## config.mk

```make
export PLATFORM = sky130hd
export DESIGN_NAME = fetch_prefetch_queue
export DESIGN_NICKNAME = d
export VERILOG_FILES = /design/src/rtl/fetch_prefetch_queue.sv
export SDC_FILE = /design/constraint.sdc
export NUM_CORES = 1
export LEC_CHECK = 0
export BUFFER_PORTS_ARGS = -buffer_cell sky130_fd_sc_hd__buf_2
export CAP_MARGIN = 20
export CORE_ASPECT_RATIO = 1.1
export CORE_UTILIZATION = 35
export DETAILED_ROUTE_END_ITERATION = 12
export HOLD_SLACK_MARGIN = 0.05
export PLACE_DENSITY = 0.56
export SLEW_MARGIN = 15
export SYNTH_ARGS = -nofsm -noshare
export SYNTH_HDL_FRONTEND = slang
export SYNTH_SLANG_ARGS = --single-unit
```

## constraint.sdc

```tcl
create_clock -name clk -period 2.3 [get_ports clk]
set_clock_uncertainty 0.15 [all_clocks]
set_input_delay 0.46 -clock clk [delete_from_list [all_inputs] [get_ports clk]]
set_output_delay 0.46 -clock clk [all_outputs]
set_load 0.1 [all_outputs]
```

## src/rtl/fetch_prefetch_queue.sv

```systemverilog
// Instruction prefetch queue: fetches sequential words from instruction memory into a
// small circular buffer and presents the head to the consumer; Redirect/Halt flush it.
module fetch_prefetch_queue #(
    parameter int DEPTH = 4
) (
    input  logic        clk,
    input  logic        rst,
    input  logic        Redirect,
    input  logic [15:0] RedirectPC,
    input  logic        Halt,
    input  logic        Stall,
    output logic        MemReq,
    output logic [15:0] MemAddr,
    input  logic        MemAck,
    input  logic [15:0] MemData,
    output logic        InstructValid,
    output logic [15:0] Instruct,
    output logic [15:0] InstructPC
);

    // state   | meaning
    // IDLE    | no request outstanding; waits for room in the queue
    // REQ     | read outstanding at reqAddr; data is pushed on MemAck
    // DISCARD | read outstanding after a flush; data is dropped on MemAck
    // HALTED  | fetching stopped until the next Redirect

    localparam int PW = $clog2(DEPTH);
    localparam int CW = PW + 1;
    localparam logic [CW-1:0] DEPTH_C = CW'(DEPTH);

    typedef enum logic [1:0] {IDLE, REQ, DISCARD, HALTED} state_t;

    state_t        state;
    logic [15:0]   fetchAddr;
    logic [15:0]   reqAddr;
    logic          haltFlag;
    logic [CW-1:0] count;
    logic [PW-1:0] rdPtr;
    logic [PW-1:0] wrPtr;
    logic [15:0]   pcMem   [DEPTH];
    logic [15:0]   wordMem [DEPTH];

    logic headValid;
    logic flush;
    logic push;
    logic pop;
    logic notFull;
    logic roomAfterPush;

    assign headValid     = (count != '0);
    assign flush         = Halt || Redirect;
    assign push          = (state == REQ) && MemAck && !flush;
    assign pop           = headValid && !Stall && !flush;
    assign notFull       = (count < DEPTH_C);
    assign roomAfterPush = ((count + CW'(1)) < DEPTH_C);

    always_ff @(posedge clk) begin
        if (push) begin
            pcMem[wrPtr]   <= fetchAddr;
            wordMem[wrPtr] <= MemData;
        end
    end

    always_ff @(posedge clk or negedge rst) begin
        if (!rst) begin
            state     <= IDLE;
            fetchAddr <= '0;
            reqAddr   <= '0;
            haltFlag  <= 1'b0;
            count     <= '0;
            rdPtr     <= '0;
            wrPtr     <= '0;
        end else if (Halt) begin
            haltFlag  <= 1'b1;
            fetchAddr <= '0;
            count     <= '0;
            rdPtr     <= '0;
            wrPtr     <= '0;
            // A read completing in this very cycle needs no DISCARD pass.
            case (state)
                IDLE:    state <= HALTED;
                REQ:     state <= MemAck ? HALTED : DISCARD;
                DISCARD: if (MemAck) state <= HALTED;
                default: state <= HALTED;
            endcase
        end else if (Redirect) begin
            haltFlag  <= 1'b0;
            fetchAddr <= RedirectPC;
            count     <= '0;
            rdPtr     <= '0;
            wrPtr     <= '0;
            case (state)
                IDLE:    state <= IDLE;
                REQ:     state <= MemAck ? IDLE : DISCARD;
                DISCARD: if (MemAck) state <= IDLE;
                default: state <= IDLE;
            endcase
        end else begin
            if (push) wrPtr <= wrPtr + PW'(1);
            if (pop)  rdPtr <= rdPtr + PW'(1);
            if (push && !pop)      count <= count + CW'(1);
            else if (pop && !push) count <= count - CW'(1);

            case (state)
                IDLE: begin
                    if (notFull) begin
                        state   <= REQ;
                        reqAddr <= fetchAddr;
                    end
                end
                REQ: begin
                    if (MemAck) begin
                        fetchAddr <= fetchAddr + 16'd1;
                        if (roomAfterPush) reqAddr <= fetchAddr + 16'd1;
                        else               state   <= IDLE;
                    end
                end
                DISCARD: begin
                    if (MemAck) state <= haltFlag ? HALTED : IDLE;
                end
                default: state <= HALTED;
            endcase
        end
    end

    assign MemReq        = (state == REQ) || (state == DISCARD);
    assign MemAddr       = reqAddr;
    assign InstructValid = headValid;
    assign Instruct      = headValid ? wordMem[rdPtr] : 16'h0000;
    assign InstructPC    = headValid ? pcMem[rdPtr]   : 16'h0000;

endmodule

```

# Word-level counts from Yosys, hierarchy flattened
# Memories as Yosys holds them, arrays and structs flattened.
# Index checks and enable logic that the tools add are counted.
# word_totals
reg_bits	42
mem_bits_rw	128
output_inout_bits	50
memories	2
# mem_list
memory	words	width	rd	rd_clocked_by_memory_dff	wr	line	rtl
pcMem	4	16	1	0	1	40	logic [15:0] pcMem [DEPTH];
wordMem	4	16	1	0	1	41	logic [15:0] wordMem [DEPTH];
# classes
n_addsub	5
magnitude_cmp	2
n_eq_ne	9
muxes	38
bitwise	2
reduce_logical	24
# op_table
operator	n
2-to-1 mux 16 bit	9
2-to-1 mux 2 bit	16
case mux 16 bit (2 select lines)	1
adder 16 x 1 -> 16 bit (second input constant)	1
nonzero test 3 bit	5
2-to-1 mux 3 bit	4
!= test 4 bit (second input constant)	3
!= test 2 bit (second input constant)	4
case mux 2 bit (2 select lines)	2
logical AND 1 bit	6
< comparator 3 bit (second input constant)	2
case mux 2 bit (3 select lines)	1
AND reduction 6 bit	1
2-to-1 mux 1 bit	5
adder 2 x 1 -> 2 bit (second input constant)	2
logical NOT 1 bit	4
AND reduction 4 bit	1
nonzero test 2 bit	2
nonzero test 4 bit	1
adder 3 x 1 -> 3 bit (second input constant)	1
subtractor 3 x 1 -> 3 bit (second input constant)	1
equality test 2 x 1 -> 1 bit (second input constant)	1
equality test 2 bit (second input constant)	1
logical NOT 2 bit	1
other kinds (3)	5

# Depth between registers and ports, before layout
# Gate-level depths: netlist of run 1.
# logic_depth
ltp_word	9
depth_mapped	10
depth_no_buf	10

# Least setup slack after synthesis of run 1
# Ideal clock, no wire load.
# synth_timing
path_kind	reg-to-output
from	register rdPtr[1]
to	output port InstructPC[10]
t_arrival_ns	2.463
setup_slack_ns	-0.773
path_stages_with_launch	5
path_buffers	2
cell_sequence	dfrtp_1 -> clkbuf_1 -> clkbuf_1 -> mux4_2 -> nor2b_1
# synth_via
elab_chain_cells	2
# synth_lines
element	line	rtl
from (decl)	38	logic [PW-1:0] rdPtr;
from (signal assigned)	100	if (pop) rdPtr <= rdPtr + PW'(1);
memory read (4 x 16 bit)	n/a	
2-to-1 mux 16 bit	130	assign InstructPC = headValid ? pcMem[rdPtr] : 16'h0000;
to (decl)	18	output logic [15:0] InstructPC
# No other way between the ends.

# Final worst setup path of run 1
# layout_timing
from	register rdPtr[0]
to	output port InstructPC[5]
# The elaborated chain is that of the path after synthesis.

==> results of run 1 <==
[kinds of logic after synthesis]
group	count (synthesis)	synth area share, %
buffers and inverters	37	2.41
multiplexers	39	10.8
XOR/XNOR	34	4.07
AND/OR/NAND/NOR	141	9.98
adder cells (fa/ha/maj)	13	2.22
flip-flops	170	66.9
AO/OA/AOI/OAI	46	3.66
[layout make-up]
| class | instances | area [um^2] | share of cell area [%] |
|---|---|---|---|
| flip-flops and latches | 170 | 4900 | 49.9 |
| multi-input cells | 273 | 2510 | 25.6 |
| repair buffers | 125 | 1450 | 14.7 |
| clock buffers | 17 | 425 | 4.33 |
| well taps | 256 | 320 | 3.26 |
| clock inverters | 15 | 170 | 1.73 |
| inverters | 10 | 42.5 | 0.433 |
[where the power goes]
part           internal, mW  leakage, nW  switching [mW]
clock                  1.71        0.287            1.18
sequential             3.50         1.69           0.133
combinational         0.473         1.63            1.72
[flip-flops by register name, summed over array words and instances, names as in the netlist]
| name | count |
|---|---|
| pcMem | 64 |
| wordMem | 64 |
| MemAddr | 16 |
| fetchAddr | 16 |
| count | 3 |
| rdPtr | 2 |
| state | 2 |
| wrPtr | 2 |
| haltFlag | 1 |
[per-layer routing]
layer  wire (um)  track usage, %  share of wire, %
met2        8080            25.6                50
met4         187            5.49               1.2
met5           0               0                 0
met1        7090            20.0                44
met3         756            3.74               4.7
[through the flow]
step                      cell area [um^2]  power [mW]  TNS (ns)  instances  worst slack (ns)
after floorplan                       7550        5.37    -0.544        480            -0.303
after global placement                9020        5.81         0        824             0.178
after detailed placement              9020        5.84         0        824             0.137
after CTS                             9640        8.75     -7.42        857            -0.283
after global routing                  9820        9.03     -8.21        866            -0.298
final                                 9820        8.71     -5.64        866            -0.218
[cells in the final DEF (no fill, tap or decap), types with 3 or more instances in the layout]
cell                        instances
sky130_fd_sc_hd__ha_1              11
sky130_fd_sc_hd__buf_4             20
sky130_fd_sc_hd__mux4_2            32
sky130_fd_sc_hd__xnor2_1           12
sky130_fd_sc_hd__and3_2             4
sky130_fd_sc_hd__xor2_1            22
sky130_fd_sc_hd__inv_1              7
sky130_fd_sc_hd__clkbuf_16         20
sky130_fd_sc_hd__inv_6              5
sky130_fd_sc_hd__nand2_1           18
sky130_fd_sc_hd__nor4_1             3
sky130_fd_sc_hd__buf_12            45
sky130_fd_sc_hd__nor2b_4           31
sky130_fd_sc_hd__clkinv_1           3
sky130_fd_sc_hd__nor3_1             6
sky130_fd_sc_hd__dfrtp_1           41
sky130_fd_sc_hd__nand3_1            7
sky130_fd_sc_hd__edfxtp_1         128
sky130_fd_sc_hd__bufinv_16          3
sky130_fd_sc_hd__a21oi_1           28
sky130_fd_sc_hd__nand4_1            8
sky130_fd_sc_hd__a211oi_1           6
sky130_fd_sc_hd__buf_2             53
sky130_fd_sc_hd__o21ai_0            3
sky130_fd_sc_hd__nor2_1            48
sky130_fd_sc_hd__mux2i_1            7
[worst min-delay path by stage]
stage	slack [ns]	startpoint	end
after floorplan	0.01	rst	MemAddr[0]
after global placement	0.27	rst	MemAddr[12]
after detailed placement	0.27	rst	MemAddr[13]
after CTS	0.08	MemData[9]	wordMem[2][9]
after global routing	0.08	MemData[4]	wordMem[1][4]
final	0.1	MemData[9]	wordMem[2][9]
[timing repair]
| action | CTS | global route |
|---|---|---|
| endpoints found under the hold margin | 15 | 0 |
| buffers inserted | 0 | 5 |
| gates cloned | 0 | 4 |
| pin swaps | 0 | 1 |
| hold buffers | 1 | 0 |
| setup endpoints to repair | 33 | 55 |
| resized for setup | 7 | 9 |
==> summary by stage, run 1 <==
Logic synthesis
Averaged over all synthesized cells, the footprint is 15.3 um^2. The number of different library cells used by synthesis comes to 38. The most common cell in the synthesized netlist is sky130_fd_sc_hd__edfxtp_1. In the synthesized netlist, the number of instances is 480. The Yosys warning count is 0. The proportion of register bits with asynchronous set or reset after synthesis is 24.7%.

The post-synthesis cell type with the largest combined area is sky130_fd_sc_hd__edfxtp_1. The synthesized net count is 531. The number of synthesized flops with an enable pin is 128.

In the synthesized netlist the dominant register cell turns out to be sky130_fd_sc_hd__edfxtp_1. The cell area after synthesis is 7320 um^2. The share of the Yosys chip area taken by registers is 66.9%.

Counting flops and latches in the post-synthesis netlist gives 170. In the post-synthesis netlist, the biggest area contributors are sky130_fd_sc_hd__edfxtp_1 (53%), sky130_fd_sc_hd__dfrtp_1 (14%), sky130_fd_sc_hd__mux4_2 (9.8%), sky130_fd_sc_hd__nor2b_1 (2.8%), sky130_fd_sc_hd__xor2_1 (2.6%). Ranked by instance count, the synthesized netlist is headed by sky130_fd_sc_hd__edfxtp_1 (128), sky130_fd_sc_hd__nor2_1 (49), sky130_fd_sc_hd__dfrtp_1 (42). In this run the biggest area consumer among cell types represents 52.5% of the synthesized area.

Global route
The global router's overall resource usage is 15.5%. The via count of the first global-routing pass came to 4,619. The largest net degree at the start of global routing is 33.

The global-route wire length before repair is 25,400 um. The aggregate global routing overflow is 0. The initial antenna violation count came to 0.

Worst setup path
The cell that appears most often on the critical path is sky130_fd_sc_hd__buf_12. In this design, the stage delay of the slowest critical-path cell is 0.53 ns. Along the worst path, the maximum fanout reaches 14. The number of buffers and inverters on the critical path is 2.

Traced cell by cell, the critical path runs through buf_12, mux4_2, nor2b_4, buf_12. STA puts the critical path data required time at 1.69 ns. The cell with the biggest individual delay on the critical path is sky130_fd_sc_hd__mux4_2. The setup slack of the most critical reg-to-reg path is 0.17 ns. At the worst endpoint, the arrival time is 1.91 ns. The type of element launching the critical path is a register. The timing endpoint of the critical path is InstructPC[5].

The type of destination of the critical path is an output port. The start point of the critical path is rdPtr[0]. The startpoint identified for the worst register-to-register timing path is count[0]. The critical path runs through a total of 4 cells. The worst reg2reg path endpoint is count[2]. For the worst flop-to-flop path, the logic depth is 10.

The critical path class is register to output port. The cell family with the largest share of critical-path delay is multiplexers.

Clock network
TritonCTS built the clock tree. The number of clock sinks seen by CTS is 170. In this run the number of H-tree levels came out at 4.

The later pin in the worst-skew pair is clocked with a latency of 0.42 ns. The deepest clock path buffer count is 2. The root buffer cell is sky130_fd_sc_hd__clkbuf_16. After clock tree synthesis, the clock-pin slew on the worst setup and hold paths is 0.06 ns.

Buffers inserted during clock tree synthesis total 17.

Final layout
The core occupancy in the finished layout is 47.9%. At the end of the flow, the number of nets in the layout was 648. 0 antenna diodes ended up in the layout.

The count of fill cells added during filler insertion is 1,726. From synthesis to final layout, the design area changed by 34.1%. The share of cells above drive strength 1 is 38.4%.

Worst hold path
The hold path depth is 1. The worst hold path class is input pin to register.

Floorplan
In this run the vertical extent of the chip is 154 um. The horizontal extent of the die is 140 um. The area of the core region is 20,500 um^2. The overall die area is 21,500 um^2.

The floorplan has 55 rows. During I/O placement, the number of pins put on the boundary was 88. The initial cell density of the core is 35.7%.

Power and ir drop
The maximum vdd ir drop is 1.02 mV. For this design the ratio of total power to cell area is 887 nW/um^2. The static leakage power is 3.60 nW.

Drt
The detailed router finished its first iteration with 212 violations. Across all layers, the routed design uses 4,388 vias. Dividing the detail-routed wire length by the instance count gives 18.6 um. Once detail routing completed, the nets flagged for antenna violations numbered 0. The post-route DRC violation count is 0. The first TritonRoute pass finished after 5 iterations.

The post-detailed-routing wire length is 16,100 um. In the routed layout, each cell is associated on average with a via count of 5.07.

STA
Across all setup checks in the final design, the least slack found is -0.218 ns. The worst path uses 109% of the clock period. The final number of max-transition violations is 0.

The worst max-slew margin expressed relative to the limit is 67.3%. Setup repair after global routing could not meet its margin everywhere. The transition time at the pin with the least slew margin is 0.494 ns. The hold slack is 0.0987 ns. The worst path in the final design needs a cycle of 2.52 ns, including I/O delays and setup. The achievable frequency is 397 MHz. The final count of negative-setup-slack endpoints is 33. The number of endpoints with negative hold slack in the final report is 0.

Placed design
The wire-length estimate of the detail-placed layout is 10,100 um. In this run the tool buffered the top-level ports with 87 buffer cells. The placer's final routability congestion estimate is 0.848.

Job
The number of violations of the max-capacitance limit is 0.

Run status
The flow ran to the end, but the final reports show violations. The checks that failed: negative setup slack.
Note: power is estimated with default switching activity, not from simulation.
==> run 2: changes to the inputs <==
--- a/config.mk
+++ b/config.mk
@@ -7,7 +7,6 @@
 export LEC_CHECK = 0
 export BUFFER_PORTS_ARGS = -buffer_cell sky130_fd_sc_hd__buf_2
 export CAP_MARGIN = 20
-export CORE_ASPECT_RATIO = 1.1
 export CORE_UTILIZATION = 35
 export DETAILED_ROUTE_END_ITERATION = 12
 export HOLD_SLACK_MARGIN = 0.05
@@ -16,3 +15,4 @@
 export SYNTH_ARGS = -nofsm -noshare
 export SYNTH_HDL_FRONTEND = slang
 export SYNTH_SLANG_ARGS = --single-unit
+export TNS_END_PERCENT = 50
==> run 2 against run 1 <==
Compared with the run above:
- the run still ends with negative setup slack left
- sequential share of layout area grew 0.21 points
- power fell by 1.2%
- clock-buffer cell count did not move
- register-to-register slack improved by 0.03 ns
- cell count is 1.3% higher
- flip-flop and latch count is the same
- via count down 1.5%
- final area shrank 0.42%
- die area hardly changed
- hold slack better by 0.0076 ns
- non-clock buffer count shrank 3
- sequential power hardly changed
- critical path type unchanged
==> summary by stage, run 2 (synthesis gave the netlist of run 1 again) <==
Drt
The post-detailed-routing wire length was 15,600 um (was 16,100 um). The mean routed wirelength per cell was 17.8 um (was 18.6 um). The final antenna-violating net count is 0 (unchanged).

The via count of the routed design was 4,320 (was 4,388). The via density per instance is 4.93 (was 5.07). The number of iterations in the first detailed-routing pass is 4 (was 5). The first-iteration detailed-routing DRC count is 175 (was 212).

The post-route DRC violation count is 0 (unchanged).

Worst hold path
The hold path depth is 1 (unchanged). The worst hold path class is input pin to register (unchanged).

Worst setup path
The depth of the worst register-to-register path is 9 (was 10). The critical path class was register to output port (unchanged). The required time at the endpoint of the critical path is 1.69 ns (about the same).

The type of destination of the critical path is an output port (unchanged). The data arrival time of the worst path came to 1.94 ns (was 1.91 ns). The highest fanout seen on the critical path came to 7 (was 14). The type of element launching the critical path is a register (unchanged).

Floorplan
The chip height is 147 um (was 154 um). The horizontal extent of the die was 147 um (was 140 um). The placement row count was 52 (was 55). The initial cell density of the core came to 35.9% (was 35.7%). The number of top-level design ports is 88 (unchanged). The overall die area is 21,500 um^2 (about the same). The area of the core region was 20,400 um^2 (was 20,500 um^2).

Final layout
The synthesis-to-layout area growth came to 33.5% (was 34.1%). The filler-free cell count of the finished design is 877 (was 866). The count of fill cells added during filler insertion came to 1,736 (was 1,726).

Largest registers: pcMem x64, wordMem x64 (unchanged). The leading cell type in the layout, fill and taps excluded is sky130_fd_sc_hd__edfxtp_1 (unchanged). The final net count was 645 (was 648). The antenna cell count is 0 (unchanged). The share of cells above drive strength 1 is 38.6% (was 38.4%).

Commonest non-fill, non-tap cells in the layout: sky130_fd_sc_hd__edfxtp_1 (128), sky130_fd_sc_hd__buf_2 (54), sky130_fd_sc_hd__nor2_1 (48), sky130_fd_sc_hd__buf_12 (44), sky130_fd_sc_hd__dfrtp_1 (41) (was sky130_fd_sc_hd__edfxtp_1 (128), sky130_fd_sc_hd__buf_2 (53), sky130_fd_sc_hd__nor2_1 (48), sky130_fd_sc_hd__buf_12 (45), sky130_fd_sc_hd__dfrtp_1 (41)).

STA
Unrepaired setup endpoints after global routing: yes (unchanged). The worst max-slew margin expressed relative to the limit is 67.6% (was 67.3%). The final count of negative-setup-slack endpoints is 33 (unchanged). The transition time at the pin with the least slew margin is 0.490 ns (was 0.494 ns).

The minimum period implied by the final worst setup slack is 2.55 ns (was 2.52 ns). The worst setup slack after layout is -0.248 ns (was -0.218 ns). The achievable frequency is 392 MHz (was 397 MHz). The final critical-path share of the clock period came to 111% (was 109%). The final number of max-transition violations was 0 (unchanged). The hold slack is 0.106 ns (was 0.0987 ns).

The number of endpoints with negative hold slack in the final report is 0 (unchanged).

Clock network
The number of clock sinks seen by CTS was 170 (unchanged). The clock-pin transition on the worst setup and hold timing paths is 0.07 ns (was 0.06 ns). The deepest clock path buffer count came to 2 (unchanged).

The root buffer cell is sky130_fd_sc_hd__clkbuf_16 (unchanged). The depth of the CTS H-tree is 4 (unchanged). The TritonCTS clock tree was done (unchanged).

The clock insertion delay at the later pin of the skew report is 0.42 ns (about the same). The number of clock buffers inserted by TritonCTS is 17 (unchanged).

Power and ir drop
The maximum vdd ir drop is 0.965 mV (was 1.02 mV). The total power density per cell area is 881 nW/um^2 (was 887 nW/um^2). The static leakage power is 3.58 nW (was 3.60 nW).

Placed design
The estimated wirelength of the detail-placed design came to 10,100 um (about the same). The placer's final routability congestion estimate was 0.839 (was 0.848). The count of placed standard cells including taps came to 838 (was 824).

The count of buffers inserted at the top-level ports came to 87 (unchanged).

Run status
Status: complete, but fails checks (unchanged). Failing checks: negative setup slack (unchanged).

Job
The number of violations of the max-capacitance limit is 0 (unchanged).

Global route
The global router's overall resource usage is 15.0% (was 15.5%). The via count of the first global-routing pass was 4,513 (was 4,619). The largest net degree at the start of global routing came to 35 (was 33).

The aggregate global routing overflow was 0 (unchanged). The global-route wire length before repair was 24,500 um (was 25,400 um). The initial antenna violation count is 0 (unchanged).
[run 2: changes by cell type in the layout (fill, tap and decap cells not counted), moves of 2 or more]
cell and delta:
sky130_fd_sc_hd__buf_4 -2, sky130_fd_sc_hd__clkinv_1 -2, sky130_fd_sc_hd__clkinv_4 +4, sky130_fd_sc_hd__clkinvlp_4 -2
[run 2: path summary, 6_finish.rpt]
path / startpoint / end / slack [ns]
worst min register to register: MemAddr[1] / MemAddr[1] / 0.39
worst max-delay path: rdPtr[0] / InstructPC[4] / -0.25
max in group asynchronous: rst / rdPtr[0] / 1.24
worst max register to register: count[0] / count[2] / 0.20
min in group asynchronous: rst / MemAddr[12] / 0.29
worst min-delay path: MemData[2] / wordMem[0][2] / 0.11
[run 2: repair_timing]
item | CTS | global route
hold buffers | 1 | 0
gates resized for setup | 7 | 6
buffers inserted | 0 | 2
endpoints found under the setup margin | 33 | 41
gates cloned | 0 | 4
hold endpoints to repair | 42 | 0
pin swaps | 0 | 0
[run 2: power breakdown]
group | total, mW | switching [mW] | internal [mW]
registers | 3.65 | 0.145 | 3.50
logic | 2.14 | 1.70 | 0.449
clock network | 2.82 | 1.20 | 1.62
[run 2: worst max-delay path: stages, from the launching register on]
cell                        delay (ns)
sky130_fd_sc_hd__dfrtp_2          0.38
sky130_fd_sc_hd__buf_12           0.15
sky130_fd_sc_hd__clkbuf_16        0.16
sky130_fd_sc_hd__mux4_2           0.50
sky130_fd_sc_hd__nor2b_4          0.15
sky130_fd_sc_hd__buf_12           0.17
[run 2: routing by layer]
metal  wire [um]  part of all wire [%]  track usage, %
met5           0                     0               0
met4         151                  0.97            4.48
met3         716                   4.6            3.50
met2        7620                    49            23.8
met1        7120                    46            20.5
[run 2: cell type report]
cell class | count | area, um^2 | share of cell area [%]
Sequential cell | 170 | 4900 | 50.1
Tap cell | 270 | 338 | 3.46
Multi-Input combinational cell | 273 | 2510 | 25.7
Timing Repair Buffer | 122 | 1400 | 14.3
Inverter | 10 | 40.0 | 0.410
Clock inverter | 15 | 164 | 1.68
Clock buffer | 17 | 425 | 4.35
[run 2: through the flow]
stage	instance area (um^2)	worst slack (ns)	util (%)	total power [mW]	setup TNS [ns]
5_1_grt	9770	-0.291	48.0	8.91	-8.97
2_1_floorplan	7550	-0.303	-	5.37	-3.16
6_report	9770	-0.248	48.0	8.61	-7.04
3_3_place_gp	9020	0.112	44.3	5.81	0
4_1_cts	9640	-0.262	47.3	8.69	-7.13
3_5_place_dp	9020	0.0595	44.3	5.84	0
==> run 3: changes to the inputs <==
--- a/config.mk
+++ b/config.mk
@@ -9,6 +9,7 @@
 export CAP_MARGIN = 20
 export CORE_UTILIZATION = 35
 export DETAILED_ROUTE_END_ITERATION = 12
+export GPL_TIMING_DRIVEN = 0
 export HOLD_SLACK_MARGIN = 0.05
 export PLACE_DENSITY = 0.56
 export SLEW_MARGIN = 15
==> run 3 against run 2 <==
Compared with the run above:
- the flow still finishes with violations (negative setup slack)
- routed wire length up 4.0%
- power down 0.18%
- global-route usage is 1.1 points higher
- sequential share of layout area is 0.15 points higher
- final area fell by 0.28%
- non-clock buffer count rose by 5
- cell count is 0.46% higher
- clock-buffer cell count rose by 1
- core utilization is 0.14 points lower
- via count is 2.0% higher
- first-iteration DRC count is 45% higher
- maximum frequency rose by 0.76%
- critical path type unchanged
- critical endpoint is now InstructPC[11]
- largest cell class unchanged
- highest routed layer unchanged
==> summary by stage, run 3 (synthesis gave the netlist of run 1 again) <==
STA
The worst setup slack after layout is -0.229 ns (was -0.248 ns). The transition time at the pin with the least slew margin is 0.964 ns (was 0.490 ns). The number of endpoints with negative hold slack in the final report is 0 (unchanged).

The hold slack came to 0.0378 ns (was 0.106 ns). The final number of max-transition violations was 0 (unchanged). Unrepaired setup endpoints after global routing: yes (unchanged). The final count of negative-setup-slack endpoints is 33 (unchanged). The minimum period implied by the final worst setup slack came to 2.53 ns (was 2.55 ns). The worst max-slew margin expressed relative to the limit was 35.7% (was 67.6%).

The achievable frequency is 395 MHz (was 392 MHz). The final critical-path share of the clock period is 110% (was 111%).

Worst setup path
The type of element launching the critical path is a register (unchanged). The critical path class is register to output port (unchanged). The startpoint of the lowest-slack register-to-register path was count[0] (unchanged).

The setup slack of the most critical reg-to-reg path is 0.08 ns (was 0.20 ns). The type of destination of the critical path is an output port (unchanged). The cell with the biggest individual delay on the critical path was sky130_fd_sc_hd__mux4_2 (unchanged). The highest fanout seen on the critical path is 9 (was 7). The critical path's largest stage delay is 0.53 ns (was 0.50 ns). CP cell instances: buf_6, buf_12, mux4_2, nor2b_4, buf_12 (was buf_12, clkbuf_16, mux4_2, nor2b_4, buf_12). The depth of the worst register-to-register path came to 9 (unchanged). The worst reg2reg path endpoint is count[2] (unchanged). The required time at the endpoint of the critical path came to 1.69 ns (about the same). The cell occurring most often along the worst timing path is sky130_fd_sc_hd__buf_12 (unchanged). The cell family with the largest share of critical-path delay is multiplexers (unchanged). The data arrival time of the worst path is 1.92 ns (was 1.94 ns). The number of buffers and inverters on the critical path is 3 (unchanged).

Final layout
The synthesis-to-layout area growth was 33.1% (was 33.5%). The sequential cell area is 4900 um^2 (about the same). The share of cells above drive strength 1 is 38.5% (was 38.6%).

The multi-input logic area is 2540 um^2 (was 2510 um^2). The final non-filler cell area is 9750 um^2 (was 9770 um^2). The count of fill cells added during filler insertion was 1,783 (was 1,736). Largest registers: pcMem x64, wordMem x64 (unchanged). The filler-free cell count of the finished design was 881 (was 877). The leading cell type in the layout, fill and taps excluded is sky130_fd_sc_hd__edfxtp_1 (unchanged). The antenna cell count was 0 (unchanged). Commonest non-fill, non-tap cells in the layout: sky130_fd_sc_hd__edfxtp_1 (128), sky130_fd_sc_hd__buf_2 (60), sky130_fd_sc_hd__nor2_1 (48), sky130_fd_sc_hd__dfrtp_1 (40), sky130_fd_sc_hd__buf_12 (39) (was sky130_fd_sc_hd__edfxtp_1 (128), sky130_fd_sc_hd__buf_2 (54), sky130_fd_sc_hd__nor2_1 (48), sky130_fd_sc_hd__buf_12 (44), sky130_fd_sc_hd__dfrtp_1 (41)).

The final net count is 650 (was 645).

Global route
The global router's overall resource usage was 16.1% (was 15.0%). The largest net degree at the start of global routing is 43 (was 35). The initial antenna violation count was 0 (unchanged).

The aggregate global routing overflow is 0 (unchanged). The via count of the first global-routing pass came to 4,628 (was 4,513). The global-route wire length before repair is 25,700 um (was 24,500 um).

Drt
The via count of the routed design was 4,407 (was 4,320). The post-route DRC violation count came to 0 (unchanged). The number of iterations in the first detailed-routing pass is 4 (unchanged).

The post-detailed-routing wire length is 16,200 um (was 15,600 um). The first-iteration detailed-routing DRC count is 253 (was 175). The mean routed wirelength per cell is 18.4 um (was 17.8 um). The final antenna-violating net count was 0 (unchanged). The via density per instance is 5.00 (was 4.93).

Placed design
The count of placed standard cells including taps is 838 (unchanged). The placer's final routability congestion estimate was 0.853 (was 0.839). The estimated wirelength of the detail-placed design is 10,300 um (was 10,100 um). The count of buffers inserted at the top-level ports was 87 (unchanged). The placed instance area was 8350 um^2 (was 9020 um^2). The worst setup slack before clock tree synthesis is -0.701 ns (was 0.0595 ns).

Run status
Failing checks: negative setup slack (unchanged). Status: complete, but fails checks (unchanged).

Clock network
The clock insertion delay at the later pin of the skew report is 0.43 ns (was 0.42 ns). The root buffer cell is sky130_fd_sc_hd__clkbuf_16 (unchanged). The count of hold-fix buffers inserted at cts was 0 (was 1).

The deepest clock path buffer count is 2 (unchanged). The clock-pin transition on the worst setup and hold timing paths is 0.06 ns (was 0.07 ns). The depth of the CTS H-tree is 4 (unchanged).

The number of clock buffers inserted by TritonCTS is 17 (unchanged). The TritonCTS clock tree is done (unchanged). The number of clock sinks seen by CTS was 170 (unchanged).

Floorplan
The overall die area is 21,500 um^2 (unchanged). The initial cell density of the core is 35.9% (unchanged). The area of the core region is 20,400 um^2 (unchanged).

The placement row count was 52 (unchanged). The number of top-level design ports was 88 (unchanged). The chip height came to 147 um (unchanged).

The horizontal extent of the die is 147 um (unchanged).

Power and ir drop
The static leakage power is 3.57 nW (was 3.58 nW). The total power density per cell area came to 882 nW/um^2 (was 881 nW/um^2). The overall power consumption is 8.59 mW (was 8.61 mW). The maximum vdd ir drop came to 1.48 mV (was 0.965 mV).

Job
The number of violations of the max-capacitance limit is 0 (unchanged).

Worst hold path
The worst hold path class was input pin to async pin (was input pin to register).
==> run 3: changes by cell type in the layout (fill, tap and decap cells not counted), sizes merged <==
cell	previous run	this run
clkinv	8	6
clkinvlp	0	1
dlygate4sd3	1	0
buf	118	114
inv	15	14
clkbuf	20	31
==> run 3: worst register-to-register path, delay by kind of cell (launching register included) <==
| family | cells | cell delay (ns) |
|---|---|---|
| buf+inv | 2 | 0.21 |
| simple gates | 4 | 0.73 |
| flops | 1 | 0.37 |
| fa+ha+maj | 2 | 0.52 |
| compound gates | 1 | 0.16 |
==> run 3: metrics by stage <==
stage / util, % / setup TNS, ns
5_1_grt: 47.9 / -8.99
2_1_floorplan: - / -3.16
4_1_cts: 47.6 / -7.05
3_5_place_dp: 41.0 / -42.94
3_3_place_gp: 40.9 / -66.78
6_report: 47.9 / -6.51
==> run 3: layout make-up <==
class | instances | share of cell area (%)
multi-input combinational | 273 | 26.1
inverter | 10 | 0.436
buffer | 26 | 2.70
sequential | 170 | 50.2
clock buffer | 18 | 4.40
clock inverter | 13 | 1.46
tap | 270 | 3.47
timing repair buffer | 101 | 11.2
==> run 3: timing repair <==
item                       CTS  global route
hold endpoints to repair     0             0
cloned                       3             0
buffers inserted             7             3
gates resized for setup    174             8
pin swaps                    0             1
setup endpoints to repair  153            72
==> run 3: worst max-delay path by stage <==
stage	startpoint	end	slack, ns	cells past startpoint
2_1_floorplan	count[0]	InstructPC[10]	-0.30	5
3_3_place_gp	state[1]	wordMem[3][5]	-0.87	5
3_5_place_dp	count[0]	InstructPC[7]	-0.70	6
4_1_cts	rdPtr[0]	InstructPC[11]	-0.26	5
5_1_grt	rdPtr[0]	InstructPC[5]	-0.31	5
6_report	rdPtr[0]	InstructPC[11]	-0.23	5
==> run 3: report_power, final <==
| group | internal (mW) | switching, mW | leakage (nW) |
|---|---|---|---|
| clock network | 1.60 | 1.19 | 0.279 |
| logic | 0.448 | 1.71 | 1.60 |
| registers | 3.50 | 0.145 | 1.69 |
==> run 3: layer usage <==
metal / global-route usage [%] / vias to the layer above / share of wire (%)
li1: - / 2022 / -
met1: 21.7 / 2227 / 45
met2: 25.9 / 145 / 49
met3: 3.97 / 13 / 5.2
met4: 4.27 / 0 / 0.97
met5: 0 / - / 0
